`config.mk`:
```
export PLATFORM = sky130hd
export DESIGN_NAME = seq_int_divider
export DESIGN_NICKNAME = d
export VERILOG_FILES = /design/src/rtl/div_pkg.sv /design/src/rtl/div_restoring_step.sv /design/src/rtl/seq_int_divider.sv
export SDC_FILE = /design/constraint.sdc
export NUM_CORES = 1
export LEC_CHECK = 0
export ABC_CLOCK_PERIOD_IN_PS = 8900
export CAP_MARGIN = 20
export CORE_MARGIN = 5
export CORE_UTILIZATION = 39
export DETAILED_ROUTE_END_ITERATION = 7
export PLACE_DENSITY = 0.58
export SETUP_SLACK_MARGIN = 0.5
export SLEW_MARGIN = 20
export SYNTH_ARGS = -nofsm -noshare
export SYNTH_HDL_FRONTEND = slang
export SYNTH_HIERARCHICAL = 1
export SYNTH_SLANG_ARGS = --single-unit
export TNS_END_PERCENT = 10
```
`constraint.sdc`:
```
create_clock -name clk_i -period 8.9 [get_ports clk_i]
set_clock_uncertainty 0.05 [all_clocks]
set_input_delay 1.78 -clock clk_i [delete_from_list [all_inputs] [get_ports clk_i]]
set_output_delay 1.78 -clock clk_i [all_outputs]
set_load 0.005 [all_outputs]
```
`src/rtl/div_pkg.sv`:
```
// Shared types and constants for the sequential restoring divider.
package div_pkg;

  localparam int unsigned XLEN = 32;

  typedef enum logic [1:0] {
    StIdle,
    StPrepare,
    StDivide,
    StFinish
  } div_state_e;

  // Quotient on divide-by zero is all ones at any width (RISC-V M).
  localparam logic DIV_ZERO_FILL = 1'b1;

  function automatic int unsigned cnt_width(input int unsigned width);
    return $clog2(width);
  endfunction

endpackage

```
`src/rtl/div_restoring_step.sv`:
```
// One radix-2 restoring iteration: shift in a dividend bit, trial-subtract, keep or restore.
module div_restoring_step
  import div_pkg::*;
#(
  parameter int unsigned WIDTH = XLEN
) (
  input  logic [WIDTH-1:0] rem_in,
  input  logic             dividend_msb,
  input  logic [WIDTH-1:0] divisor,
  output logic [WIDTH-1:0] rem_out,
  output logic             quot_bit
);

  logic [WIDTH:0] shifted;
  logic [WIDTH:0] diff;

  always_comb begin
    shifted  = {rem_in, dividend_msb};
    diff     = shifted - {1'b0, divisor};
    quot_bit = ~diff[WIDTH];
    // Partial remainder stays below the divisor, so the restored value fits in WIDTH bits.
    rem_out  = quot_bit ? diff[WIDTH-1:0] : shifted[WIDTH-1:0];
  end

endmodule

```
`src/rtl/seq_int_divider.sv`:
```
// Iterative radix-2 restoring divider, one quotient bit per cycle.
// Define DIV_SIGNED_EN to honour signed_i; otherwise every operation is unsigned.
module seq_int_divider
  import div_pkg::*;
#(
  parameter int unsigned DATA_WIDTH = XLEN
) (
  input  logic                  clk_i,
  input  logic                  rst_i,
  input  logic                  data_valid_i,
  input  logic                  signed_i,
  input  logic [DATA_WIDTH-1:0] dividend_i,
  input  logic [DATA_WIDTH-1:0] divisor_i,
  output logic                  ready_o,
  output logic [DATA_WIDTH-1:0] quotient_o,
  output logic [DATA_WIDTH-1:0] remainder_o,
  output logic                  divide_by_zero_o,
  output logic                  data_valid_o
);

  localparam int unsigned CntW = cnt_width(DATA_WIDTH);

  div_state_e            state_q, state_d;
  logic [CntW-1:0]       cnt_q, cnt_d;
  logic [DATA_WIDTH-1:0] a_q, a_d, b_q, b_d;
  logic [DATA_WIDTH-1:0] rem_q, rem_d, dvd_q, dvd_d;
  logic [DATA_WIDTH-1:0] quot_q, quot_d, remr_q, remr_d;
  logic                  dbz_q, dbz_d, valid_q, valid_d;

  logic [DATA_WIDTH-1:0] a_abs, b_abs, quot_fix, rem_fix, step_rem;
  logic                  step_bit;

`ifdef DIV_SIGNED_EN
  logic sgn_q, sgn_d;

  assign a_abs    = (sgn_q && a_q[DATA_WIDTH-1]) ? -a_q : a_q;
  assign b_abs    = (sgn_q && b_q[DATA_WIDTH-1]) ? -b_q : b_q;
  assign quot_fix = (sgn_q && (a_q[DATA_WIDTH-1] ^ b_q[DATA_WIDTH-1])) ? -dvd_q : dvd_q;
  assign rem_fix  = (sgn_q && a_q[DATA_WIDTH-1]) ? -rem_q : rem_q;

  always_ff @(posedge clk_i or posedge rst_i) begin
    if (rst_i) sgn_q <= 1'b0;
    else       sgn_q <= sgn_d;
  end
`else
  logic unused_signed;

  assign unused_signed = signed_i;
  assign a_abs         = a_q;
  assign b_abs         = b_q;
  assign quot_fix      = dvd_q;
  assign rem_fix       = rem_q;
`endif

  div_restoring_step #(
    .WIDTH(DATA_WIDTH)
  ) u_step (
    .rem_in      (rem_q),
    .dividend_msb(dvd_q[DATA_WIDTH-1]),
    .divisor     (b_abs),
    .rem_out     (step_rem),
    .quot_bit    (step_bit)
  );

  always_ff @(posedge clk_i or posedge rst_i) begin
    if (rst_i) begin
      state_q <= StIdle;
      cnt_q   <= '0;
      a_q     <= '0;
      b_q     <= '0;
      rem_q   <= '0;
      dvd_q   <= '0;
      quot_q  <= '0;
      remr_q  <= '0;
      dbz_q   <= 1'b0;
      valid_q <= 1'b0;
    end else begin
      state_q <= state_d;
      cnt_q   <= cnt_d;
      a_q     <= a_d;
      b_q     <= b_d;
      rem_q   <= rem_d;
      dvd_q   <= dvd_d;
      quot_q  <= quot_d;
      remr_q  <= remr_d;
      dbz_q   <= dbz_d;
      valid_q <= valid_d;
    end
  end

  always_comb begin
    state_d = state_q;
    cnt_d   = cnt_q;
    a_d     = a_q;
    b_d     = b_q;
    rem_d   = rem_q;
    dvd_d   = dvd_q;
    quot_d  = quot_q;
    remr_d  = remr_q;
    dbz_d   = dbz_q;
    valid_d = 1'b0;
`ifdef DIV_SIGNED_EN
    sgn_d   = sgn_q;
`endif
    unique case (state_q)
      StIdle: begin
        if (data_valid_i) begin
          a_d     = dividend_i;
          b_d     = divisor_i;
`ifdef DIV_SIGNED_EN
          sgn_d   = signed_i;
`endif
          state_d = StPrepare;
        end
      end
      StPrepare: begin
        if (b_q == '0) begin
          dbz_d   = 1'b1;
          state_d = StFinish;
        end else begin
          dbz_d   = 1'b0;
          dvd_d   = a_abs;
          rem_d   = '0;
          cnt_d   = CntW'(DATA_WIDTH - 1);
          state_d = StDivide;
        end
      end
      StDivide: begin
        rem_d = step_rem;
        dvd_d = {dvd_q[DATA_WIDTH-2:0], step_bit};
        if (cnt_q == '0) state_d = StFinish;
        else             cnt_d   = cnt_q - CntW'(1);
      end
      StFinish: begin
        if (dbz_q) begin
          quot_d = {DATA_WIDTH{DIV_ZERO_FILL}};
          remr_d = a_q;
        end else begin
          quot_d = quot_fix;
          remr_d = rem_fix;
        end
        valid_d = 1'b1;
        state_d = StIdle;
      end
      default: state_d = StIdle;
    endcase
  end

  assign ready_o          = (state_q == StIdle);
  assign quotient_o       = quot_q;
  assign remainder_o      = remr_q;
  assign divide_by_zero_o = dbz_q;
  assign data_valid_o     = valid_q;

endmodule

```
# --- Yosys cells after proc, flatten, opt, wreduce, memory -nomap -nowiden ---
# Index checks and enable logic that the tools add are counted.
totals:
  word_cells: 44
  output_inout_bits: 67
  regBits: 201
classes:
  mux: 16
  n_reduce_logical: 8
  bitwise_logic: 1
  eq_ne: 7
  n_addsub: 2
ops:
  columns: ["operator", "n"]
  rows:
  - ["$mux 32", 5]
  - ["$pmux 32 s2", 2]
  - ["$sub 33x32->33", 1]
  - ["$logic_not 32->1", 1]
  - ["$mux 5", 2]
  - ["$pmux 5 s2", 1]
  - ["$ne 2x2->1 const B", 4]
  - ["$pmux 2 s4", 1]
  - ["$reduce_and 2->1", 3]
  - ["$logic_not 5->1", 1]
  - ["$sub 5x1->5 const B", 1]
  - ["$eq 2x2->1 const B", 2]
  - ["$mux 2", 2]
  - ["$mux 1", 3]
  - ["$reduce_and 3->1", 1]
  - ["$eq 2x1->1 const B", 1]
  - ["$logic_not 2->1", 1]
  - ["$reduce_bool 2->1", 1]
  - ["$not 1->1", 1]

# --- Depth between registers and ports, before layout ---
depth:
  ltp_word: 3
  depth_mapped: 16
  ltp_nobuf: 14

# --- Cells and area by module ---
# Netlist, hierarchy kept.
by_module_without_submodules:
  columns: ["mod", "cells_per_inst", "area_per_inst_um2", "instances"]
  rows:
  - ["seq_int_divider", 666, 8559.5, 1]
  - ["div_restoring_step", 305, 2358.5, 1]

# --- Worst setup path before layout ---
# OpenSTA, ideal clock, no wires.
synth_timing:
  path_type: "flip-flop to flip-flop"
  startpoint: "register dvd_q[31]"
  endpoint: "register dvd_q[0]"
  setup_ns: 0.125
  t_arrival_ns: 3.335
  required_time_ns: 8.725
  synth_period_minus_slack_ns: 3.510
  stages_incl_launch_ff: 17
  setup_slack_ns: 5.390
  path_cell_list: "dfrtp_1 > inv_1 > ha_1 > fa_1 > and2b_1 > o2111ai_2 > a21oi_2 > o2111ai_1 > a211oi_2 > nor2_4 > mux2i_4 > and2_4 > buf_12 > inv_8 > buf_12 > mux2_2 > mux2_4"
synth_between:
  elab_chain_cells: 3
synth_lines:
  columns: ["element", "line_no", "rtl"]
  rows:
  - ["start: declaration", "seq_int_divider.sv:26", "logic [DATA_WIDTH-1:0] rem_q, rem_d, dvd_q, dvd_d;"]
  - ["start signal: assignment", "seq_int_divider.sv:83", "dvd_q <= dvd_d;"]
  - ["$sub 33x32->33", "div_restoring_step.sv:19", "diff = shifted - {1'b0, divisor};"]
  - ["$not 1->1", "div_restoring_step.sv:20", "quot_bit = ~diff[WIDTH];"]
  - ["via step_bit", "seq_int_divider.sv:31", "logic step_bit;"]
  - ["$pmux 32 s2", "seq_int_divider.sv:105", "unique case (state_q)"]
# The timed path passes the listed nets, and every way through them passes these cells.
# A chain may end at the register's enable or synchronous reset.

# --- Worst setup path after layout ---
layout_timing:
  startpoint: "register dvd_q[31]"
  endpoint: "register rem_q[19], in the netlist rem_fix[19]"
layout_between:
  elab_chain_cells: 3
layout_lines:
  columns: ["element", "line_no", "rtl"]
  rows:
  - ["$sub 33x32->33", "div_restoring_step.sv:19", null]
  - ["$mux 32", "div_restoring_step.sv:22", "rem_out = quot_bit ? diff[WIDTH-1:0] : shifted[WIDTH-1:0];"]
  - ["via step_rem[19]", "seq_int_divider.sv:30", "logic [DATA_WIDTH-1:0] a_abs, b_abs, quot_fix, rem_fix, step_rem;"]
  - ["$pmux 32 s2", "seq_int_divider.sv:105", null]
  - ["end signal: assignment", "seq_int_divider.sv:82", "rem_q <= rem_d;"]
  - ["end: declaration", "seq_int_divider.sv:26", null]
# The timed path passes the listed nets, and every way through them passes these cells.

==> out/results.ini <==
[timing]
relSlewSlack_pct=29.88
setup-violations-final=0
hold_viol_final=0
period_share_pct=43.36
finalMaxSlewViolations=0
setup-tns-final_ps=0
rsz0062_at_grt=no
min_period_ps=3859
fmax_ghz=0.2591
tightest_slew_ps=1052

[layout]
multi_input_area_um2=5423
seq_area_um2=5031
finalNetCount=1191
utilization_pct=47.78
syn2layout_area_growth_pct=21.25
drive_gt1_share_pct=20.00
antenna_cells=0
final_cells=1478
fill_cells=2578

[pwr]
power.density_nw_per_um2=419.4
vdd_drop_max_mv=0.1922
p_leak_nw=5.793

[cts]
cts_buffers=24
clk_pin_slew_ps=50
cts_tree=done
cts.htree.levels=1
cts_root_buf=clkbuf_16
cts_num_sinks=201
cts_resized=0
worstSkewPairLatency_ps=510
cts_setup_buffers=0
clock_path_buffers=3
ctsHoldBuffers=0

[floorplanning]
die_x_um=177.3
io_pins=135
core_region_area_um2=27710
initial_utilization_pct=39.41
die_area_um2=31440
dieHeight_um=177.3
num_rows=61

[routing]
routedWlPerCell_um=17.72
antenna_left=0
via_count=7630
first_iter_violations=397
finalWirelength_um=26190
dr.pass1.iters=4
viasPerCell=5.162
route.detailed.drc=0

[global_route]
grt_max_degree=98
grt_overflow_total=0
grt_pass1_wl_um=42480
grt_pass1_vias=7720
grt_usage_pct=16.60
antenna_found_initial=0

[logic_synthesis]
synth.distinct_cells=72
syn_inst=971
syn-cell-area_um2=10920
avgSynthCellArea_um2=11.24
yosysWarnings=6
synth_edf_count=0
async_flop_share_pct=100.0
synth_top_area_cell=dfrtp_1
syn_nets=1078
ys_seq_area_share_pct=46.07
synth_common_cells=dfrtp_1, nor2_1, mux2_2, a21oi_1, mux2_4
yosysMostFrequentCell=dfrtp_1
synth_ff_type=dfrtp_1
synthTopCellsByArea=dfrtp_1, mux2_2, mux2_4
ys_ff_latch=201
yosysTopAreaCellShare_pct=46.07

[critical_path]
critPathMaxStageDelay_ps=400
slowest_stage=dfrtp_1
path_max_fanout=24
required_ps=9230
path_cells=inv_1 > ha_1 > fa_1 > and2b_1 > o2111ai_2 > a21oi_2 > o2111ai_1 > a211oi_2 > nor2_4 > mux2i_4 > and2_4 > inv_8 > mux2_4 > a22o_1
critPathArrivalTime_ps=4190
end_kind=flop
critPathKind=flop to flop
critPathLaunchType=flop

[place]
gp_congestion=0.8779
dp.cells=1436
io_buffer_count=133
hpwl_um=18650

[hold_path]
hold_class=flop to flop

[job]
cap_violations=0

[status]
status=complete, no violations

## worst paths after layout
path	start	to	slack, ps	cells past startpoint
setup reg to reg	dvd_q[31]	rem_fix[19]	5040	14
max in group asynchronous	rst_i	b_abs[17]	5860	3
hold / removal	quotient_o[5]	quotient_o[5]	470	2
hold reg to reg	quotient_o[5]	quotient_o[5]	470	2
setup / recovery	dvd_q[31]	rem_fix[19]	5040	14
min in group asynchronous	rst_i	quotient_o[16]	1720	2
## area by class of cell
class	instances	area share, %
clock inverters	5	0.3781
repair buffers	140	10.45
inverters	43	1.333
flip-flops and latches	201	38.01
multi-input cells	674	40.96
clock buffers	37	5.293
well taps	378	3.573
## metrics by stage
stage / cell area (um2) / hold slack, ps / power (mW) / setup WS, ps
after floorplan: 10920 / 447.8 / 3.912 / 1588
after global placement: 12490 / 455.0 / 4.605 / 5054
after detailed placement: 12490 / 463.8 / 4.654 / 5032
after CTS: 13240 / 477.0 / 5.615 / 5004
after global routing: 13240 / 496.3 / 5.987 / 4823
final: 13240 / 471.4 / 5.552 / 5041
## logic make-up after synthesis
logic type      share of synthesized area (%)
flops                                   46.07
buf+inv                                 4.561
simple gates                            9.180
fa+ha+maj                               4.538
xor+xnor                                2.086
mux                                     20.46
compound gates                          13.11
## cells in the final DEF, fill, tap and decap left out, types with 19 or more instances in the layout
cell type and n:
dfrtp_1 200, mux2i_1 33, clkdlybuf4s50_1 133, mux2_4 48, a21oi_1 91, o21ai_0 23, nand2_1 19, clkbuf_16 25
ha_1 36, inv_1 41, a22o_1 33, mux2_2 103, nor2_1 113
## per-layer routing
metal  routed length [um]  part of all wire [%]  vias to the layer above  track usage, %
met5                    0                     0                        -               0
met2                11640                    44                      137           25.73
met3                 1155                   4.4                       30           2.578
met4                  478                   1.8                        0           3.642
met1                12920                    49                     3741           24.68
li1                     -                     -                     3722               -
## registers in the layout (all words and copies together), names as in the netlist
signal,count
b_abs,32
quotient_o,32
rem_fix,32
remainder_o,32
state_q,2
divide_by_zero_o,1
cnt_q,5
data_valid_o,1
a_abs,32
dvd_q,32
## where the power goes
part | switching (mW) | leakage (nW) | internal (mW)
sequential | 0.406 | 2.42 | 1.37
combinational | 1.30 | 3.01 | 1.54
clock | 0.368 | 0.370 | 0.566
total | 2.08 | 5.79 | 3.47
## critical path, delay by kind of cell (launching register included)
family	cells	cell delay, ps
compound gates	5	1140
simple gates	3	660
flops	1	400
fa+ha+maj	2	620
mux	2	660
buf+inv	2	180
Note: power is estimated with default switching activity, not from simulation.
==> RTL change (same flow settings) <==
The package constant `XLEN` goes from 32 to 48.
--- a/src/rtl/div_pkg.sv
+++ b/src/rtl/div_pkg.sv
@@ -1,7 +1,7 @@
 // Shared types and constants for the sequential restoring divider.
 package div_pkg;
 
-  localparam int unsigned XLEN = 32;
+  localparam int unsigned XLEN = 48;
 
   typedef enum logic [1:0] {
     StIdle,
Ports: changed (resized dividend_i, divisor_i, quotient_o and remainder_o); port bits go from 135 to 199. No check against the original RTL was run, so the function may have changed too.
==> RTL change against the unedited design <==
Design area is 47% higher; power is 19% higher; worst hold slack worse by 0.016 ns; first-iteration DRC count is 61% higher; sequential cell count is 97 higher; non-clock buffer count is 67 higher; utilization is 0.21 points higher; highest routed layer unchanged; routed wire length is 66% higher; cell count is 54% higher; area after synthesis is 45% higher; sequential power is 38% higher; worst setup slack worse by 0.48 ns.
==> RTL change: results (changes against the unedited design) <==
[global_routing]
grt_start_max_net_pins = 149  ; +52%
track_usage_pct = 19.1  ; +2.5 points
grt_pass1_wl_um = 68400  ; +61%
antenna_found_initial = 2  ; +2
grt_pass1_vias = 12000  ; +56%

[status]
status = complete, no violations

[critical_path]
crit_slowest_cell = inv_4
cp_max_fo = 34  ; +42%
crit_arrival_ns = 4.70  ; +0.51 ns
slowest_delay_ns = 0.55  ; +0.15 ns

[placed_design]
post-dp-hpwl_um = 31400  ; +69%
dp_worst_setup_slack_ns = 4.65  ; -0.383 ns
gp_congestion = 0.974  ; +11%
portBuffers = 197  ; +48%
dpl.cell_count = 2206  ; +54%

[drt]
wl_um = 43600  ; +66%
viasPerCell = 5.32  ; +3.0%
drt_first_pass_iters = 5  ; +1

[pwr]
irDropWorstVdd_uv = 169  ; -12%
p_leak_nw = 8.53  ; +47%
power.internal_mw = 4.14  ; +19%

[final_layout]
drive_gt1_share_pct = 12.7  ; -7.3 points
nNetsFinal = 1866  ; +57%
layout.cells.non_filler = 2271  ; +54%
fillCellCount = 3831  ; +49%
final_util_pct = 48.0  ; +0.21 points

[clock_network]
cts_buffers = 35  ; +46%

[synth]
synth.top_cells.by_area = dfrtp_1, mux2_2, mux2i_1, a21oi_1, ha_1
avgSynthCellArea_um2 = 10.2  ; -9.1%
yosys-top-cells-count = dfrtp_1, nor2_1, a21oi_1
seq_area_frac_synth_pct = 47.0  ; +0.90 points
syn-num-nets = 1709  ; +59%
netlist-cell-type-count = 69  ; -4.2%

[timing]
worst_slew_pin_slew_ns = 0.984  ; -0.0680 ns

[RTL change: critical path, delay by kind of cell, from the launching register on]
kind	cells	cell delay [ns]
flops	1	0.49
buf+inv	3	0.70
mux	1	0.41
fa+ha+maj	2	0.44
simple gates	3	0.54
compound gates	6	1.59
[RTL change: final timing paths]
kind                           start               end  slack (ns)  cells after the start
max                        dvd_q[47]        rem_fix[6]        4.56                     15
min                        dvd_q[14]         dvd_q[14]        0.46                      2
max reg2reg                dvd_q[47]        rem_fix[6]        4.56                     15
min reg2reg                dvd_q[14]         dvd_q[14]        0.46                      2
max in group asynchronous      rst_i  divide_by_zero_o        5.67                      3
min in group asynchronous      rst_i     quotient_o[9]        1.75                      2
[RTL change: cell type report]
cell class	instances	area share (%)
antenna	2	0.0257
clock buffer	49	5.24
clock inverter	14	0.861
inverter	80	1.57
multi-input combinational	1089	39.9
sequential	298	38.3
tap	532	3.42
timing repair buffer	207	10.6
[RTL change: per-layer routing]
metal	vias to the layer above	global-route usage, %	wire length [um]
met3	61	2.95	2020
li1	5857	-	-
met2	262	30.0	20100
met4	0	5.02	944
met1	5896	27.7	20500
met5	-	0	0
[RTL change: cell families after synthesis]
family | Yosys count | synth area share [%]
muxes | 225 | 15.8
adders and majority gates | 55 | 4.38
DFF | 298 | 47.0
buffers and inverters | 167 | 4.38
and+or+nand+nor | 360 | 10.1
xor gates and xnor gates | 37 | 2.04
AOI/OAI and AO/OA | 412 | 16.3
[RTL change: power by group through the flow]
stage          logic, mW  registers, mW  clock network, mW
6_report            2.68           2.46               1.47
4_1_cts             2.71           2.47               1.51
5_1_grt             2.99           2.55               1.57
3_5_place_dp        2.70           2.49                  0
3_3_place_gp        2.64           2.48                  0
2_1_floorplan       1.78           2.30                  0
